**src/rtl/out_ram_reader_if.sv**
```systemverilog
// AXI-Stream bundle from out_ram_reader toward DMA.
// master: tdata/tkeep/tvalid/tlast out, tready in; slave: the reverse.
interface out_ram_reader_if #(
    parameter int OUT_BITS = 32
);
    logic [OUT_BITS-1:0]   tdata;
    logic [OUT_BITS/8-1:0] tkeep;
    logic                  tvalid;
    logic                  tlast;
    logic                  tready;

    modport master (
        output tdata, tkeep, tvalid, tlast,
        input  tready
    );

    modport slave (
        input  tdata, tkeep, tvalid, tlast,
        output tready
    );
endinterface

```
**src/rtl/out_ram_reader.sv**
```systemverilog
// Drains one output-RAM bank through the read port into an AXI-Stream master.
// Ports: aclk/aresetn, cfg_words, ram_addr_a/ram_en_a/ram_rddata_a,
// done_fill in, t_done_proc pulse out, m_axis (out_ram_reader_if.master).
// Optional OUT_READER_STALL_CNT_EN adds stall_cycles (tvalid && !tready count).
module out_ram_reader #(
    parameter int OUT_ADDR_WIDTH = 10,
    parameter int OUT_BITS       = 32,
    parameter int RAM_LATENCY    = 2,
    parameter int FIFO_DEPTH     = RAM_LATENCY + 2
) (
    input  logic                      aclk,
    input  logic                      aresetn,
    input  logic [OUT_ADDR_WIDTH:0]   cfg_words,
    output logic [OUT_ADDR_WIDTH+1:0] ram_addr_a,
    output logic                      ram_en_a,
    input  logic [OUT_BITS-1:0]       ram_rddata_a,
    input  logic                      done_fill,
    output logic                      t_done_proc,
    out_ram_reader_if.master          m_axis
`ifdef OUT_READER_STALL_CNT_EN
    ,
    output logic [31:0]               stall_cycles
`endif
);

    localparam int AW1 = OUT_ADDR_WIDTH + 1;
    localparam int PW  = (FIFO_DEPTH > 2) ? $clog2(FIFO_DEPTH) : 1;
    localparam int CW  = $clog2(FIFO_DEPTH + 1);

    localparam logic [2:0] S_IDLE  = 3'd0;
    localparam logic [2:0] S_READ  = 3'd1;
    localparam logic [2:0] S_DRAIN = 3'd2;
    localparam logic [2:0] S_DONE  = 3'd3;
    localparam logic [2:0] S_HOLD  = 3'd4;

    logic [2:0]             state;
    logic [AW1-1:0]         n_words;
    logic [AW1-1:0]         issue_idx;
    logic [AW1-1:0]         out_idx;
    logic [RAM_LATENCY-1:0] sr;
    logic [CW-1:0]          inflight;
    logic [CW-1:0]          fifo_count;
    logic [PW-1:0]          wr_ptr;
    logic [PW-1:0]          rd_ptr;
    logic [OUT_BITS-1:0]    mem [FIFO_DEPTH];
    logic                   can_issue;
    logic                   push;
    logic                   pop;

    function automatic logic [PW-1:0] ptr_nxt(input logic [PW-1:0] p);
        return (p == PW'(FIFO_DEPTH - 1)) ? '0 : p + 1'b1;
    endfunction

    always_comb begin
        inflight = '0;
        for (int i = 0; i < RAM_LATENCY; i++) begin
            inflight = inflight + CW'(sr[i]);
        end
    end

    // Credit: words already queued plus words still in the RAM pipe
    // must leave room, so a returning read always finds a free slot.
    assign can_issue = (issue_idx < n_words) &&
                       ((int'(fifo_count) + int'(inflight)) < FIFO_DEPTH);

    assign ram_en_a   = (state == S_READ) && can_issue;
    assign ram_addr_a = ram_en_a ?
                        {issue_idx[OUT_ADDR_WIDTH-1:0], 2'b00} : '0;

    assign push = sr[RAM_LATENCY-1];
    assign pop  = m_axis.tvalid && m_axis.tready;

    assign t_done_proc   = (state == S_DONE);
    assign m_axis.tvalid = (fifo_count != '0);
    assign m_axis.tdata  = m_axis.tvalid ? mem[rd_ptr] : '0;
    assign m_axis.tkeep  = '1;
    assign m_axis.tlast  = m_axis.tvalid &&
                           (out_idx == n_words - AW1'(1));

    always_ff @(posedge aclk) begin
        if (push) begin
            mem[wr_ptr] <= ram_rddata_a;
        end
    end

    always_ff @(posedge aclk or negedge aresetn) begin
        if (!aresetn) begin
            sr         <= '0;
            fifo_count <= '0;
            wr_ptr     <= '0;
            rd_ptr     <= '0;
        end else begin
            sr <= RAM_LATENCY'({sr, ram_en_a});
            if (push) begin
                wr_ptr <= ptr_nxt(wr_ptr);
            end
            if (pop) begin
                rd_ptr <= ptr_nxt(rd_ptr);
            end
            fifo_count <= fifo_count + CW'(push) - CW'(pop);
        end
    end

    always_ff @(posedge aclk or negedge aresetn) begin
        if (!aresetn) begin
            state     <= S_IDLE;
            n_words   <= '0;
            issue_idx <= '0;
            out_idx   <= '0;
        end else begin
            if (pop) begin
                out_idx <= out_idx + AW1'(1);
            end
            case (state)
                S_IDLE: begin
                    if (done_fill) begin
                        n_words   <= cfg_words;
                        issue_idx <= '0;
                        out_idx   <= '0;
                        state     <= (cfg_words == '0) ? S_DONE : S_READ;
                    end
                end
                S_READ: begin
                    if (ram_en_a) begin
                        issue_idx <= issue_idx + AW1'(1);
                        if (issue_idx + AW1'(1) == n_words) begin
                            state <= S_DRAIN;
                        end
                    end
                end
                S_DRAIN: begin
                    if (inflight == '0 && fifo_count == '0) begin
                        state <= S_DONE;
                    end
                end
                S_DONE:  state <= S_HOLD;
                S_HOLD:  state <= S_IDLE;
                default: state <= S_IDLE;
            endcase
        end
    end

`ifdef OUT_READER_STALL_CNT_EN
    always_ff @(posedge aclk or negedge aresetn) begin
        if (!aresetn) begin
            stall_cycles <= '0;
        end else if (state == S_IDLE && done_fill) begin
            stall_cycles <= '0;
        end else if (m_axis.tvalid && !m_axis.tready &&
                     stall_cycles != '1) begin
            stall_cycles <= stall_cycles + 32'd1;
        end
    end
`endif

endmodule
```
**src/flat_wrapper.sv**
```systemverilog
// flat-port wrapper written by rule: the top's interface ports become plain ports
module out_ram_reader_flat 
#(
    parameter int OUT_ADDR_WIDTH = 10,
    parameter int OUT_BITS       = 32,
    parameter int RAM_LATENCY    = 2,
    parameter int FIFO_DEPTH     = RAM_LATENCY + 2
)
  (aclk, aresetn, cfg_words, ram_addr_a, ram_en_a, ram_rddata_a, done_fill, t_done_proc, m_axis_tdata, m_axis_tkeep, m_axis_tvalid, m_axis_tlast, m_axis_tready);
  out_ram_reader_if #(.OUT_BITS(OUT_BITS)) m_axis_i ();
  input  logic aclk;
  input  logic aresetn;
  input  logic [OUT_ADDR_WIDTH:0] cfg_words;
  output logic [OUT_ADDR_WIDTH+1:0] ram_addr_a;
  output logic ram_en_a;
  input  logic [OUT_BITS-1:0] ram_rddata_a;
  input  logic done_fill;
  output logic t_done_proc;
  output wire logic [$bits(m_axis_i.tdata)-1:0] m_axis_tdata;
  output wire logic [$bits(m_axis_i.tkeep)-1:0] m_axis_tkeep;
  output wire logic [$bits(m_axis_i.tvalid)-1:0] m_axis_tvalid;
  output wire logic [$bits(m_axis_i.tlast)-1:0] m_axis_tlast;
  input wire logic [$bits(m_axis_i.tready)-1:0] m_axis_tready;
  assign m_axis_tdata = m_axis_i.tdata;
  assign m_axis_tkeep = m_axis_i.tkeep;
  assign m_axis_tvalid = m_axis_i.tvalid;
  assign m_axis_tlast = m_axis_i.tlast;
  assign m_axis_i.tready = m_axis_tready;
  out_ram_reader #(.OUT_ADDR_WIDTH(OUT_ADDR_WIDTH), .OUT_BITS(OUT_BITS), .RAM_LATENCY(RAM_LATENCY), .FIFO_DEPTH(FIFO_DEPTH)) u_core (.aclk(aclk), .aresetn(aresetn), .cfg_words(cfg_words), .ram_addr_a(ram_addr_a), .ram_en_a(ram_en_a), .ram_rddata_a(ram_rddata_a), .done_fill(done_fill), .t_done_proc(t_done_proc), .m_axis(m_axis_i));
endmodule
```
**config.mk**
```make
export PLATFORM = sky130hd
export DESIGN_NAME = out_ram_reader_flat
export DESIGN_NICKNAME = d
export VERILOG_FILES = /design/src/rtl/out_ram_reader_if.sv /design/src/rtl/out_ram_reader.sv /design/src/flat_wrapper.sv
export SDC_FILE = /design/constraint.sdc
export NUM_CORES = 1
export LEC_CHECK = 0
export BUFFER_PORTS_ARGS = -buffer_cell sky130_fd_sc_hd__buf_2
export CAP_MARGIN = 0
export CORE_MARGIN = 4
export CORE_UTILIZATION = 40
export DETAILED_ROUTE_END_ITERATION = 10
export PLACE_DENSITY_LB_ADDON = 0.12
export SLEW_MARGIN = 20
export SYNTH_ARGS = -nofsm -noshare
export SYNTH_HDL_FRONTEND = slang
export SYNTH_SLANG_ARGS = --single-unit
```
**constraint.sdc**
```tcl
create_clock -name aclk -period 3.3 [get_ports aclk]
set_input_delay 0 -clock aclk [delete_from_list [all_inputs] [get_ports aclk]]
set_output_delay 0 -clock aclk [all_outputs]
set_load 0.05 [all_outputs]
```
; ---- Word level (Yosys, flattened, before mapping)
; Memory sizes are Yosys's and may differ from the RTL's.
; Index checks and enable logic that the tools add are counted.
[op_classes]
add_sub_neg = 9
order_cmp = 2
eq_ne = 11
mux = 18
reduce_logical = 14
[ops]
columns = operator, count
row1 = $mux W11, 5
row2 = $lt A32 B4 Y1 const B, 1
row3 = $mux W32, 1
row4 = $add A11 B1 Y11 const B, 2
row5 = $eq A11 B11 Y1, 2
row6 = $pmux W11 S2, 1
row7 = $mux W12, 1
row8 = $mux W3, 4
row9 = $pmux W3 S4, 1
row10 = $logic_not A11 Y1, 1
row11 = $lt A11 B11 Y1, 1
row12 = $sub A11 B1 Y11 const B, 1
row13 = $logic_not A3 Y1, 3
row14 = $eq A3 B2 Y1 const B, 2
row15 = $mux W2, 3
row16 = $logic_and A1 B1 Y1, 5
row17 = $add A2 B1 Y2 const B, 2
row18 = $add A3 B3 Y4, 1
row19 = $eq A2 B2 Y1 const B, 2
row20 = $ne A2 B1 Y1 const B, 2
row21 = $ne A2 B2 Y1 const B, 2
row22 = $reduce_and A4 Y1, 1
row23 = $add A3 B1 Y3, 1
row24 = $eq A3 B1 Y1 const B, 1
row25 = 7 further kinds, 8
[word_totals]
register_bits = 45
ramBits = 128
input_bits = 47
wordCells = 63
mem_count = 1
[mem_list]
columns = memory, depth, width, read_ports, rd_ports_with_merged_regs, write_ports, line
row1 = u_core.mem, 4, 32, 1, 0, 1, out_ram_reader.sv:45  ; logic [OUT_BITS-1:0] mem [FIFO_DEPTH];

; ---- Depth between registers and ports, before layout
[logic_depth]
depth_word = 7
ltp_mapped = 10
ltp_nobuf = 10

; ---- Worst setup path before layout
; Ideal clock, no wire load.
[synth_path]
kind = register -> output
from = reg u_core.n_words[6]
to = out ram_addr_a[10]
arrival_ps = 2840
required_ps = 3300
path_slack_ps = 460
path_stages_with_launch = 10
n_path_buf = 2
cell_sequence = dfrtp_1 > clkbuf_1 > inv_1 > ha_1 > a21oi_1 > o21ai_0 > o21ai_0 > nor3b_2 > clkbuf_1 > and2_1
[synth_between]
elab_chain_cells = 4
[synth_rtl]
columns = element, line
row1 = start: declaration, out_ram_reader.sv:37  ; logic [AW1-1:0] n_words;
row2 = start signal: assignment, out_ram_reader.sv:117  ; n_words <= cfg_words;
row3 = $lt A11 B11 Y1, out_ram_reader.sv:63  ; assign can_issue = (issue_idx < n_words) &&
row4 = $logic_and A1 B1 Y1, out_ram_reader.sv:63
row5 = $logic_and A1 B1 Y1, out_ram_reader.sv:66  ; assign ram_en_a = (state == S_READ) && can_issue;
row6 = net ram_en_a, flat_wrapper.sv:15  ; output logic ram_en_a;
row7 = $mux W12, out_ram_reader.sv:67  ; assign ram_addr_a = ram_en_a ?
row8 = end: declaration, flat_wrapper.sv:14  ; output logic [OUT_ADDR_WIDTH+1:0] ram_addr_a;
; The timed path passes the listed nets, and every way through them passes these cells.

; ---- Final worst setup path
[layout_path]
from = reg u_core.n_words[6]
to = out ram_addr_a[8]
[layout_between]
elab_chain_cells = 4
[layout_rtl]
columns = element, line
row1 = $lt A11 B11 Y1, out_ram_reader.sv:63
row2 = $logic_and A1 B1 Y1, out_ram_reader.sv:63
row3 = $logic_and A1 B1 Y1, out_ram_reader.sv:66
row4 = $mux W12, out_ram_reader.sv:67
; Every way passes these cells.

==> qor.yml <==
outcome:
  status: "completed"
timing:
  min_period_over_period: 0.861
  rsz0062_at_grt: "false"
  tightest_slew_ns: 0.960
  setup_violations: 0
  tns_ns: 0
  hold_ws_ns: 0.108
  drv_slew: 0
  slew-limit-headroom: 0.360
  fmax_mhz: 352
  skew_ns: 0.0128
  period_needed_ns: 2.84
  finalHoldViolations: 0
critical_path:
  cp.depth: 9
  path_max_fanout: 18
  reg2reg_depth: 10
  critPathLaunchType: "register"
  cp_slowest_cell: "dfrtp_1"
  criticalPathCategory: "reg2out"
  crit_start: "u_core.n_words[6]"
  crit_path_end: "ram_addr_a[8]"
  crit_path_frequent_cell: "o21ai_0"
  cp_top_family: "buffers and inverters"
  rr_startpoint: "u_core.fifo_count[2]"
  r2r_slack_ns: 0.67
  cp.required_ns: 3.30
  crit_path_cell_trace: "inv_1, ha_1, a21oi_1, o21ai_0, o21ai_0, nor3b_2, buf_4, and2_1, buf_2"
  r2r-end: "u_core.fifo_count[2]"
  critPathCaptureType: "output pin"
  path_buf_inv: 3
  slowest_delay_ns: 0.55
  cp_data_arrival_time_ns: 2.84
die:
  core_um2: 19600
  die_w_um: 150
  io_pins: 99
  die_height_um: 150
  dieArea_um2: 22400
  std_cell_rows: 51
  initial_core_util: 0.410
global_route:
  antenna_found_initial: 0
  grtUsageTotal: 0.169
  grt_max_degree: 46
  first_global_vias: 5463
  grt-ovfl-total: 0
  grt_pass1_wl_mm: 29.2
yosys:
  async_reset_ff_frac: 0.260
  synth_most_common_cell: "edfxtp_1"
  synth_common_cells: "128 x edfxtp_1, 46 x and2_1, 45 x dfrtp_1"
  synth_seq_cells: 173
  ys_types: 58
  netlist.area_leader.share: 0.479
  synth_edf_count: 128
  netlist_area_um2: 8020
  synth_top_cell_by_area: "edfxtp_1"
  ys_top_cells_by_area: "edfxtp_1 48%, dfrtp_1 14%, mux4_2 9.0%, ha_1 3.7%, and2_1 3.6%"
  ys_seq_area_frac: 0.619
  synthCells: 573
  synth_ff_type: "edfxtp_1"
  avgSynthCellArea_um2: 14.0
  synth_warnings: 0
clock_tree:
  cts_root_buf: "clkbuf_16"
  clock_path_buffers: 2
  cts_made_buffers: 17
  clk_pin_slew_ns: 0.07
  cts_setup_buffers: 0
  clk_latency_ns: 0.42
  h-tree-depth: 4
  clkSinkCount: 173
  cts_tree: "done"
placement:
  numPortBuffers: 92
  hpwl_mm: 11.8
  gp_congestion: 0.839
power:
  p_leak_uw: 0.00372
  p_int_uw: 5020
  clock_power_share: 0.222
  seqPwrFrac: 0.353
  comb_power_share: 0.425
  peakVddDrop_v: 0.000425
  sw_frac_of_total: 0.424
  p_switching_uw: 3690
  powerDensity_nw_per_um2: 890
detailed_routing:
  viasPerCell: 5.21
  num_vias: 5146
  drc: 0
  ant_nets: 0
  dr.pass1.iters: 4
  drt-initial-drc-count: 331
  wl_mm: 17.9
  post_drt_wl_per_cell_um: 18.2
run:
  cap_violations: 0
final_layout:
  area_growth_pct: 21.9
  final_layout_size_suffix_gt1_frac: 0.251
  final_nets: 781
  n_antenna_cell: 0
  fill_cells: 1741
hold_path:
  hold_path_class: "in2async"
## sequential cells by signal, indices dropped and copies added (netlist names)
| name | flops |
|---|---|
| u_core.out_idx | 11 |
| u_core.n_words | 11 |
| u_core.wr_ptr | 2 |
| u_core.issue_idx | 11 |
| u_core.state | 3 |
| u_core.fifo_count | 3 |
| u_core.rd_ptr | 2 |
| u_core.sr | 2 |
| u_core.mem | 128 |
## per-stage QoR
stage          worst slack (ns)  total power (µW)  utilization  cell area, µm²  instances
2_1_floorplan             0.460              5860            -            8040        577
4_1_cts                   0.475              8810        0.499            9780        987
6_report                  0.459              8710        0.499            9780        987
3_5_place_dp              0.676              6820        0.447            8750        910
5_1_grt                   0.270              9230        0.499            9780        987
3_3_place_gp              0.814              6760        0.447            8750        910
## worst register-to-register path, delay by kind of cell (launching register included)
family                     cells  cell delay, ns
and+or+nand+nor                2            0.54
buffers and inverters          3            0.36
adders and majority gates      3            0.92
xor gates and xnor gates       2            0.32
DFF                            1            0.41
## power by group through the flow
stage               Combinational (µW)  Sequential, µW  Clock, µW
floorplan                         2950            2910          0
global placement                  3660            3100          0
detailed placement                3700            3120          0
CTS                               3750            3080       1980
global route                      4010            3130       2080
finish                            3700            3080       1930
## metal layers
layer,up-vias,global-route usage,share of wire,wire length [µm]
met2,128,0.281,0.49,8880
met4,0,0.0549,0.020,359
li1,2402,-,-,-
met3,26,0.0321,0.039,708
met1,2590,0.225,0.45,8000
met5,-,0,0,0
## area by class of cell
class                           count  area [µm²]  share of cell area
Timing Repair Buffer              143         971              0.0993
Clock buffer                       17         425              0.0435
Clock inverter                     15         150              0.0154
Inverter                           25        93.8             0.00960
Multi-Input combinational cell    349        2840               0.290
Sequential cell                   173        4970               0.508
Tap cell                          265         332              0.0339
## cells by family (layout without fill, tap and decap cells)
logic type	Yosys count	count (layout)	synth area share
and+or+nand+nor	178	178	0.121
DFF	173	173	0.619
AOI/OAI and AO/OA	75	75	0.0629
buffers and inverters	55	200	0.0298
muxes	33	33	0.0912
xor gates and xnor gates	32	32	0.0349
adders and majority gates	25	25	0.0399
other	2	6	0.000936
## what timing repair did
action | 4_1_cts | 5_1_grt
hold buffers | 45 | 0
resized for setup | 0 | 0
hold endpoints to repair | 186 | 0
setup endpoints to repair | 0 | 0
## cell usage in the layout (no fill, tap or decap), drive strengths merged, types with 28 or more instances in the layout
cell,n
and2,48
buf,98
dfrtp,45
dlygate4sd3,45
edfxtp,128
inv,31
mux4,32
nand2,38
nor2,28
o21ai,28
## how the worst min path moves through the flow
stage,start,end,slack [ns],depth (start not counted)
2_1_floorplan,aresetn,u_core.fifo_count[0],-0.30,0
4_1_cts,done_fill,u_core.state[1],0.22,4
5_1_grt,aresetn,u_core.issue_idx[2],0.21,2
6_report,aresetn,u_core.issue_idx[2],0.11,2
3_3_place_gp,ram_rddata_a[18],u_core.mem[0][18],0.21,1
3_5_place_dp,ram_rddata_a[30],u_core.mem[0][30],0.22,1
No activity file was read; power rests on OpenSTA's default activity.
